==> config.mk <==
export PLATFORM = sky130hd
export DESIGN_NAME = serial_add_ctrl
export DESIGN_NICKNAME = d
export VERILOG_FILES = /design/src/rtl/serial_add_pkg.sv /design/src/rtl/fa_bit.sv /design/src/rtl/serial_add_ctrl.sv
export SDC_FILE = /design/constraint.sdc
export NUM_CORES = 1
export LEC_CHECK = 0
export ABC_AREA = 1
export BUFFER_PORTS_ARGS = -buffer_cell sky130_fd_sc_hd__buf_2
export CORE_MARGIN = 5
export CORE_UTILIZATION = 45
export DETAILED_ROUTE_END_ITERATION = 6
export PLACE_DENSITY = 0.77
export SYNTH_ARGS = -nofsm -noshare
export SYNTH_HDL_FRONTEND = slang
export SYNTH_SLANG_ARGS = --single-unit
==> constraint.sdc <==
create_clock -name clk -period 1.1 [get_ports clk]
set_input_delay 0.11 -clock clk [delete_from_list [all_inputs] [get_ports clk]]
set_output_delay 0.11 -clock clk [all_outputs]
set_load 0.005 [all_outputs]
==> src/rtl/serial_add_pkg.sv <==
// Shared types and constants for the bit-serial adder controller.
package serial_add_pkg;

  localparam int unsigned DEFAULT_WIDTH = 8;

  typedef enum logic [1:0] {
    IDLE = 2'd0,
    RUN  = 2'd1,
    DONE = 2'd2
  } state_e;

endpackage

==> src/rtl/fa_bit.sv <==
// Combinational 1-bit full adder built from two half-adder stages.
module fa_bit (
  input  logic a,
  input  logic b,
  input  logic cin,
  output logic sum_c,
  output logic cout_c
);

  logic ha0_sum;
  logic ha0_carry;
  logic ha1_carry;

  always_comb begin
    ha0_sum   = a ^ b;
    ha0_carry = a & b;
    sum_c     = ha0_sum ^ cin;
    ha1_carry = ha0_sum & cin;
    cout_c    = ha0_carry | ha1_carry;
  end

endmodule

==> src/rtl/serial_add_ctrl.sv <==
// Bit-serial adder: one full-adder cell plus a carry flop, LSB first,
// one bit per cycle, with an IDLE/RUN/DONE handshake.
module serial_add_ctrl
  import serial_add_pkg::*;
#(
  parameter int unsigned WIDTH = DEFAULT_WIDTH
) (
  input  logic             clk,
  input  logic             rst,
  input  logic             start,
  input  logic [WIDTH-1:0] op_a,
  input  logic [WIDTH-1:0] op_b,
  output logic             busy,
  output logic             done,
  output logic [WIDTH-1:0] sum,
  output logic             cout
);

  localparam int unsigned CNT_W = $clog2(WIDTH + 1);
  localparam logic [CNT_W-1:0] LAST_BIT = CNT_W'(WIDTH - 1);

  state_e           state_q, state_d;
  logic [WIDTH-1:0] a_q, a_d;
  logic [WIDTH-1:0] b_q, b_d;
  logic [WIDTH-1:0] res_q, res_d;
  logic [WIDTH-1:0] sum_q, sum_d;
  logic             cout_q, cout_d;
  logic             carry_q, carry_d;
  logic [CNT_W-1:0] cnt_q, cnt_d;
  logic             busy_q, busy_d;
  logic             done_q, done_d;

  logic fa_sum;
  logic fa_cout;

  fa_bit u_fa (
    .a      (a_q[0]),
    .b      (b_q[0]),
    .cin    (carry_q),
    .sum_c  (fa_sum),
    .cout_c (fa_cout)
  );

  // Next-state and datapath control
  always_comb begin
    state_d = state_q;
    a_d     = a_q;
    b_d     = b_q;
    res_d   = res_q;
    sum_d   = sum_q;
    cout_d  = cout_q;
    carry_d = carry_q;
    cnt_d   = cnt_q;

    case (state_q)
      IDLE, DONE: begin
        state_d = start ? RUN : IDLE;
        if (start) begin
          a_d     = op_a;
          b_d     = op_b;
          res_d   = '0;
          carry_d = 1'b0;
          cnt_d   = '0;
        end
      end
      RUN: begin
        a_d     = a_q >> 1;
        b_d     = b_q >> 1;
        res_d   = {fa_sum, res_q[WIDTH-1:1]};
        carry_d = fa_cout;
        cnt_d   = cnt_q + CNT_W'(1);
        if (cnt_q == LAST_BIT) begin
          state_d = DONE;
          sum_d   = {fa_sum, res_q[WIDTH-1:1]};
          cout_d  = fa_cout;
        end
      end
      default: state_d = IDLE;
    endcase

    busy_d = (state_d == RUN);
    done_d = (state_d == DONE);
  end

  always_ff @(posedge clk) begin
    if (rst) begin
      state_q <= IDLE;
      a_q     <= '0;
      b_q     <= '0;
      res_q   <= '0;
      sum_q   <= '0;
      cout_q  <= 1'b0;
      carry_q <= 1'b0;
      cnt_q   <= '0;
      busy_q  <= 1'b0;
      done_q  <= 1'b0;
    end else begin
      state_q <= state_d;
      a_q     <= a_d;
      b_q     <= b_d;
      res_q   <= res_d;
      sum_q   <= sum_d;
      cout_q  <= cout_d;
      carry_q <= carry_d;
      cnt_q   <= cnt_d;
      busy_q  <= busy_d;
      done_q  <= done_d;
    end
  end

  assign busy = busy_q;
  assign done = done_q;
  assign sum  = sum_q;
  assign cout = cout_q;

endmodule

==> results.json, run 1 <==
{
  "clock_skew_ns": 0.00916,
  "fin_nets": 316,
  "critPathRequiredTime_ns": 1.30,
  "yosys-top-cells-count": "nand3_1, dfxtp_1, nand2_1, inv_1, a21oi_1",
  "timing.fmax_mhz": 833,
  "synth-seq-area-share_pct": 41.4,
  "drv_slew": 0,
  "drt_drc_violations_left": 0,
  "max-clock-path-buffers": 2,
  "maxCapViolCount": 0,
  "power_leakage_uw": 0.00114,
  "placed_area_sq_um": 2260,
  "crit_path_end_kind": "register",
  "synthTopCellsByArea": "dfxtp_1, nand3_1, nand2_1",
  "rr_startpoint": "carry_q",
  "crit_arrival_ns": 1.40,
  "dp_hpwl_mm": 2.94,
  "antenna_found_initial": 0,
  "synthFlopType": "dfxtp_1",
  "dp_slack_ns": -0.0668,
  "synth_top_area_cell": "dfxtp_1",
  "antenna_left": 0,
  "cp_slowest_stage_delay_ns": 0.56,
  "pin_count": 30,
  "dieArea_sq_um": 5830,
  "synthDistinctLibCells": 24,
  "via_count": 1838,
  "wl_per_cell_microns": 14.1,
  "coreArea_sq_um": 4320,
  "synth_edf_count": 0,
  "cp_max_fo": 2,
  "syn_inst": 248,
  "critPathSlowestCell": "fa_2",
  "hold_class": "in -> reg",
  "fillers": 365,
  "worstMarginPinSlew_ns": 0.223,
  "grt_pass1_vias": 1683,
  "crit_chain": "inv_2 -> fa_2 -> inv_2 -> nand3_1 -> nand2_1",
  "synth_async_sr_flop_share_pct": 0,
  "netlist_area_sq_um": 1980,
  "cts_buffers": 5,
  "place.gp.congestion": 0.785,
  "seqCellArea_sq_um": 832,
  "ir_drop_v": 0.000926,
  "fin_setup_tns_ns": -0.410,
  "syn-num-nets": 269,
  "drive_above_1_share_pct": 45.6,
  "placementRows": 24,
  "min_period_ns": 1.20,
  "synth.most_common_cell": "nand3_1",
  "die_x_microns": 76.4,
  "htreeDepth": 2,
  "finalPower_uw": 3410,
  "ys_warn_count": 0,
  "die_y_microns": 76.4,
  "status": "finished, violations left",
  "finalCritPeriodShare_pct": 109,
  "drtIter0Drc": 126,
  "crit_family": "adder cells",
  "grt_max_degree": 19,
  "grtUsageTotal_pct": 16.0,
  "design_area_sq_um": 2620,
  "antennaDiodeCount": 0,
  "clk_pin_slew_ns": 0.08,
  "cp-start-kind": "register",
  "synth_top_area_share_pct": 41.4,
  "setup.worst_path.start": "carry_q",
  "powerDensity_nw_per_um2": 1300,
  "grt-ovfl-total": 0,
  "initial_core_util_pct": 45.8,
  "root_buffer": "clkbuf_8",
  "ys_ff_latch": 41,
  "worst_slack_ns": -0.100,
  "worstSkewPairLatency_ns": 0.30,
  "clkSinkCount": 41,
  "viasPerCell": 5.28,
  "drtPass1Iterations": 4,
  "critical_path_class": "reg -> reg",
  "setup_viol": 12,
  "rsz0062_at_grt": "true",
  "cts_tree": "yes",
  "hold_start": "op_a[7]",
  "grt_pass1_wl_mm": 7.75,
  "io_buffers": 29,
  "synth.avg_cell_area_sq_um": 7.99,
  "violations": "negative setup slack",
  "multiInputGateArea_sq_um": 1060,
  "critPathBufInv": 2,
  "relSlewSlack_pct": 85.1,
  "holdBufCountCts": 0,
  "crit_top_cell": "inv_2",
  "synthToLayoutAreaGrowth_pct": 32.3,
  "hold_viol": 0,
  "wl_mm": 4.91
}
[metrics by stage]
step / cells / hold slack [ns] / utilization (%)
floorplan: 248 / 0.269 / -
global route: 348 / 0.0698 / 60.6
global placement: 332 / 0.376 / 52.2
detailed placement: 332 / 0.380 / 52.2
CTS: 345 / 0.0603 / 57.3
finish: 348 / 0.0661 / 60.6
[registers in the layout, summed over array words and instances (netlist names)]
| register | cells |
|---|---|
| a_q | 8 |
| b_q | 8 |
| busy | 1 |
| carry_q | 1 |
| cnt_q | 4 |
| cout | 1 |
| done | 1 |
| res_q | 7 |
| state_q | 2 |
| sum | 8 |
[layout by cell type, fill, tap and decap left out, types with 2 or more instances in the layout]
cell type and count:
nand2_2 10, nor2_2 2, dfxtp_1 34, nor2_1 8, nand2_1 29, nor2_4 3
buf_6 3, a21oi_1 15, nand2_4 4, buf_2 29, buf_12 5, nand3_1 54
buf_4 18, inv_2 5, clkbuf_8 6, inv_1 20, a21oi_2 14, nand3_2 20
dfxtp_2 6
[tightest hold or removal path: stages]
cell and delay (ns):
buf_2 0.09, nand2_1 0.07, a21oi_2 0.05
[path summary, 6_finish.rpt]
check        slack (ns)      to  cells after the start
max               -0.10  sum[7]                      5
min reg2reg        0.46  sum[4]                      2
max reg2reg       -0.10  sum[7]                      5
min                0.07  a_q[7]                      3
[kinds of logic (layout without fill, tap and decap cells)]
kind of cell,count (synthesis),count (layout),share of synthesized area [%]
simple gates,130,132,33.9
flops,41,41,41.4
compound gates,31,31,9.72
buf+inv,44,90,13.3
fa+ha+maj,2,2,1.64
[what timing repair did]
item | in CTS | in global routing
endpoints found under the setup margin | 41 | 34
pin swaps | 5 | 22
buffers inserted | 3 | 2
gates cloned | 2 | 1
hold endpoints to repair | 0 | 0
gates resized for setup | 12 | 33
[cell type report]
cell class | instances | area share [%]
Inverter | 26 | 3.91
Sequential cell | 41 | 31.7
Timing Repair Buffer | 56 | 16.8
Tap cell | 52 | 2.48
Multi-Input combinational cell | 165 | 40.5
Clock buffer | 6 | 3.15
Clock inverter | 2 | 1.43
[report_power, final]
part	internal [uW]	total, uW	switching [uW]	leakage, uW
registers	1540	1580	43.0	0.000337
logic	238	530	291	0.000746
clock network	738	1300	558	0.0000574
[layer usage]
layer / GRT usage (%) / part of all wire [%] / up-vias
met3: 3.07 / 4.3 / 9
met2: 27.6 / 51 / 48
met4: 6.82 / 2.1 / 0
li1: - / - / 910
met5: 0 / 0 / -
met1: 19.2 / 43 / 871
Note: power is estimated with default switching activity, not from simulation.
==> run 2: changes to the inputs <==
Settings changed: CELL_PAD_IN_SITES_DETAIL_PLACEMENT from default to 1, CELL_PAD_IN_SITES_GLOBAL_PLACEMENT from default to 2, CORE_UTILIZATION 45 to 29, PLACE_DENSITY 0.77 to 0.82.
==> run 2 against run 1 <==
Effect of this change:
- the run still ends with negative setup slack left
- sequential share of layout area grew 0.25 points
- combinational power shrank 4%
- via count decreased by 2.8%
- critical path depth unchanged
- final area shrank 0.33%
- die area increased by 47%
- largest cell class unchanged
==> results.json, run 2 (same netlist as run 1, synthesis figures left out) <==
{
  "fin_setup_tns_ns": -0.306,
  "worstRegToRegCells": 5,
  "maxCapViolCount": 0,
  "rr_startpoint": "a_q[0]",
  "power_frac_clock_pct": 40.7,
  "worstSkewPairLatency_ns": 0.29,
  "finalPower_uw": 3530,
  "grt_max_degree": 22,
  "die_x_microns": 92.7,
  "min_period_ns": 1.17,
  "crit_family": "adder cells",
  "setup_viol": 11,
  "io_buffers": 29,
  "p_sw_uw": 856,
  "antennaDiodeCount": 0,
  "critPathSlowestCell": "fa_1",
  "htreeDepth": 2,
  "clkSinkCount": 41,
  "violations": "negative setup slack",
  "coreArea_sq_um": 6720,
  "wl_per_cell_microns": 13.7,
  "powerDensity_nw_per_um2": 1350,
  "swShare_pct": 24.3,
  "worst_slack_ns": -0.0737,
  "antenna_left": 0,
  "grt-ovfl-total": 0,
  "p_int_uw": 2670,
  "drive_above_1_share_pct": 39.5,
  "design_area_sq_um": 2610,
  "grt-busiest-layer": "met2",
  "hold_end": "a_q[7]",
  "drtIter0Drc": 79,
  "crit_path_end_kind": "register",
  "timing.fmax_mhz": 852,
  "fin_nets": 316,
  "hold_class": "in -> reg",
  "finalCritPeriodShare_pct": 107,
  "crit_chain": "inv_2 -> fa_1 -> inv_2 -> nand2_2 -> a21oi_2",
  "viasPerCell": 4.75,
  "hold_viol": 0,
  "grt_use_met2_pct": 21.0,
  "stdcell_count": 376,
  "relSlewSlack_pct": 80.9,
  "drtPass1Iterations": 4,
  "power_frac_seq_pct": 44.8,
  "root_buffer": "clkbuf_8",
  "r2r_end": "res_q[7]",
  "use_met3_pct": 2.19,
  "critPathBufInv": 2,
  "cp-start-kind": "register",
  "critPathRequiredTime_ns": 1.28,
  "clk_pin_slew_ns": 0.08,
  "drv_slew": 0,
  "cts_tree": "yes",
  "drt_drc_violations_left": 0,
  "die_y_microns": 92.7,
  "via_count": 1786,
  "final_util_pct": 38.9,
  "initial_core_util_pct": 29.5,
  "final_common_cell": "nand3_1",
  "dp_hpwl_mm": 3.57,
  "placed_area_sq_um": 2290,
  "placedCellCount": 360,
  "hold_start": "op_a[7]",
  "synthToLayoutAreaGrowth_pct": 31.8,
  "holdBufCountCts": 0,
  "max-clock-path-buffers": 2,
  "ir_drop_v": 0.000452,
  "cp_max_fo": 2,
  "antenna_found_initial": 0,
  "crit_top_cell": "inv_2",
  "grt_pass1_wl_mm": 8.72,
  "placementRows": 30,
  "cp_slowest_stage_delay_ns": 0.55,
  "grt_pass1_vias": 1784,
  "power_leakage_uw": 0.00113,
  "pin_count": 30,
  "cts_buffers": 5,
  "worstMarginPinSlew_ns": 0.283,
  "combinationalPowerShare_pct": 14.5,
  "crit_arrival_ns": 1.36,
  "grtUsageTotal_pct": 12.7,
  "critical_path_class": "reg -> reg",
  "use_met1_pct": 16.6,
  "dieArea_sq_um": 8590,
  "reg2reg_slack_ns": -0.07,
  "clock_skew_ns": 0.00628,
  "whs_path_depth": 3,
  "layout_common_cells": "nand3_1, nand2_1, dfxtp_1",
  "rsz0062_at_grt": "true",
  "wl_mm": 5.14,
  "status": "finished, violations left",
  "place.gp.congestion": 0.733
}
==> run 2: worst max path at each step <==
stage / endpoint / slack, ns / cells past startpoint / from
6_report: res_q[7] / -0.07 / 5 / a_q[0]
2_1_floorplan: res_q[7] / -0.02 / 5 / a_q[0]
3_3_place_gp: b_q[2] / -0.06 / 5 / state_q[0]
4_1_cts: sum[7] / -0.09 / 5 / a_q[0]
3_5_place_dp: cnt_q[2] / -0.11 / 5 / state_q[0]
5_1_grt: sum[7] / -0.12 / 5 / a_q[0]
==> run 2: per-stage QoR <==
stage	setup slack (ns)	hold WS, ns
final	-0.0737	0.0779
after global routing	-0.118	0.0741
after CTS	-0.0906	0.0742
after detailed placement	-0.105	0.391
after global placement	-0.0593	0.379
after floorplan	-0.0234	0.269
==> run 2: metal layers <==
metal / vias to the layer above / routed length [microns]
met2: 19 / 2560
met3: 6 / 119
met4: 0 / 68
met1: 848 / 2380
met5: - / 0
li1: 913 / -
==> run 2: layout make-up <==
class / instances / area [sq um]
Clock inverter: 3 / 65.1
Multi-Input combinational cell: 164 / 1010
Timing Repair Buffer: 57 / 432
Tap cell: 80 / 100
Inverter: 26 / 105
Fill cell: 814 / 4110
Clock buffer: 5 / 68.8
Sequential cell: 41 / 836
==> run 2: power groups by stage <==
| stage | sequential [uW] | clock (uW) | combinational [uW] |
|---|---|---|---|
| after global placement | 1610 | 0 | 436 |
| after detailed placement | 1610 | 0 | 445 |
| after global routing | 1590 | 1560 | 567 |
| final | 1580 | 1430 | 511 |
| after floorplan | 1600 | 0 | 325 |
| after CTS | 1580 | 1480 | 470 |
==> run 2: timing repair <==
item	4_1_cts	5_1_grt
buffers inserted	1	6
endpoints found under the hold margin	0	0
gates resized for setup	14	20
endpoints found under the setup margin	40	32
pin swaps	4	9
cloned	1	0
==> run 2: tightest hold or removal path: stages <==
cell	delay, ns
buf_2	0.10
nand2_1	0.07
a21oi_2	0.05
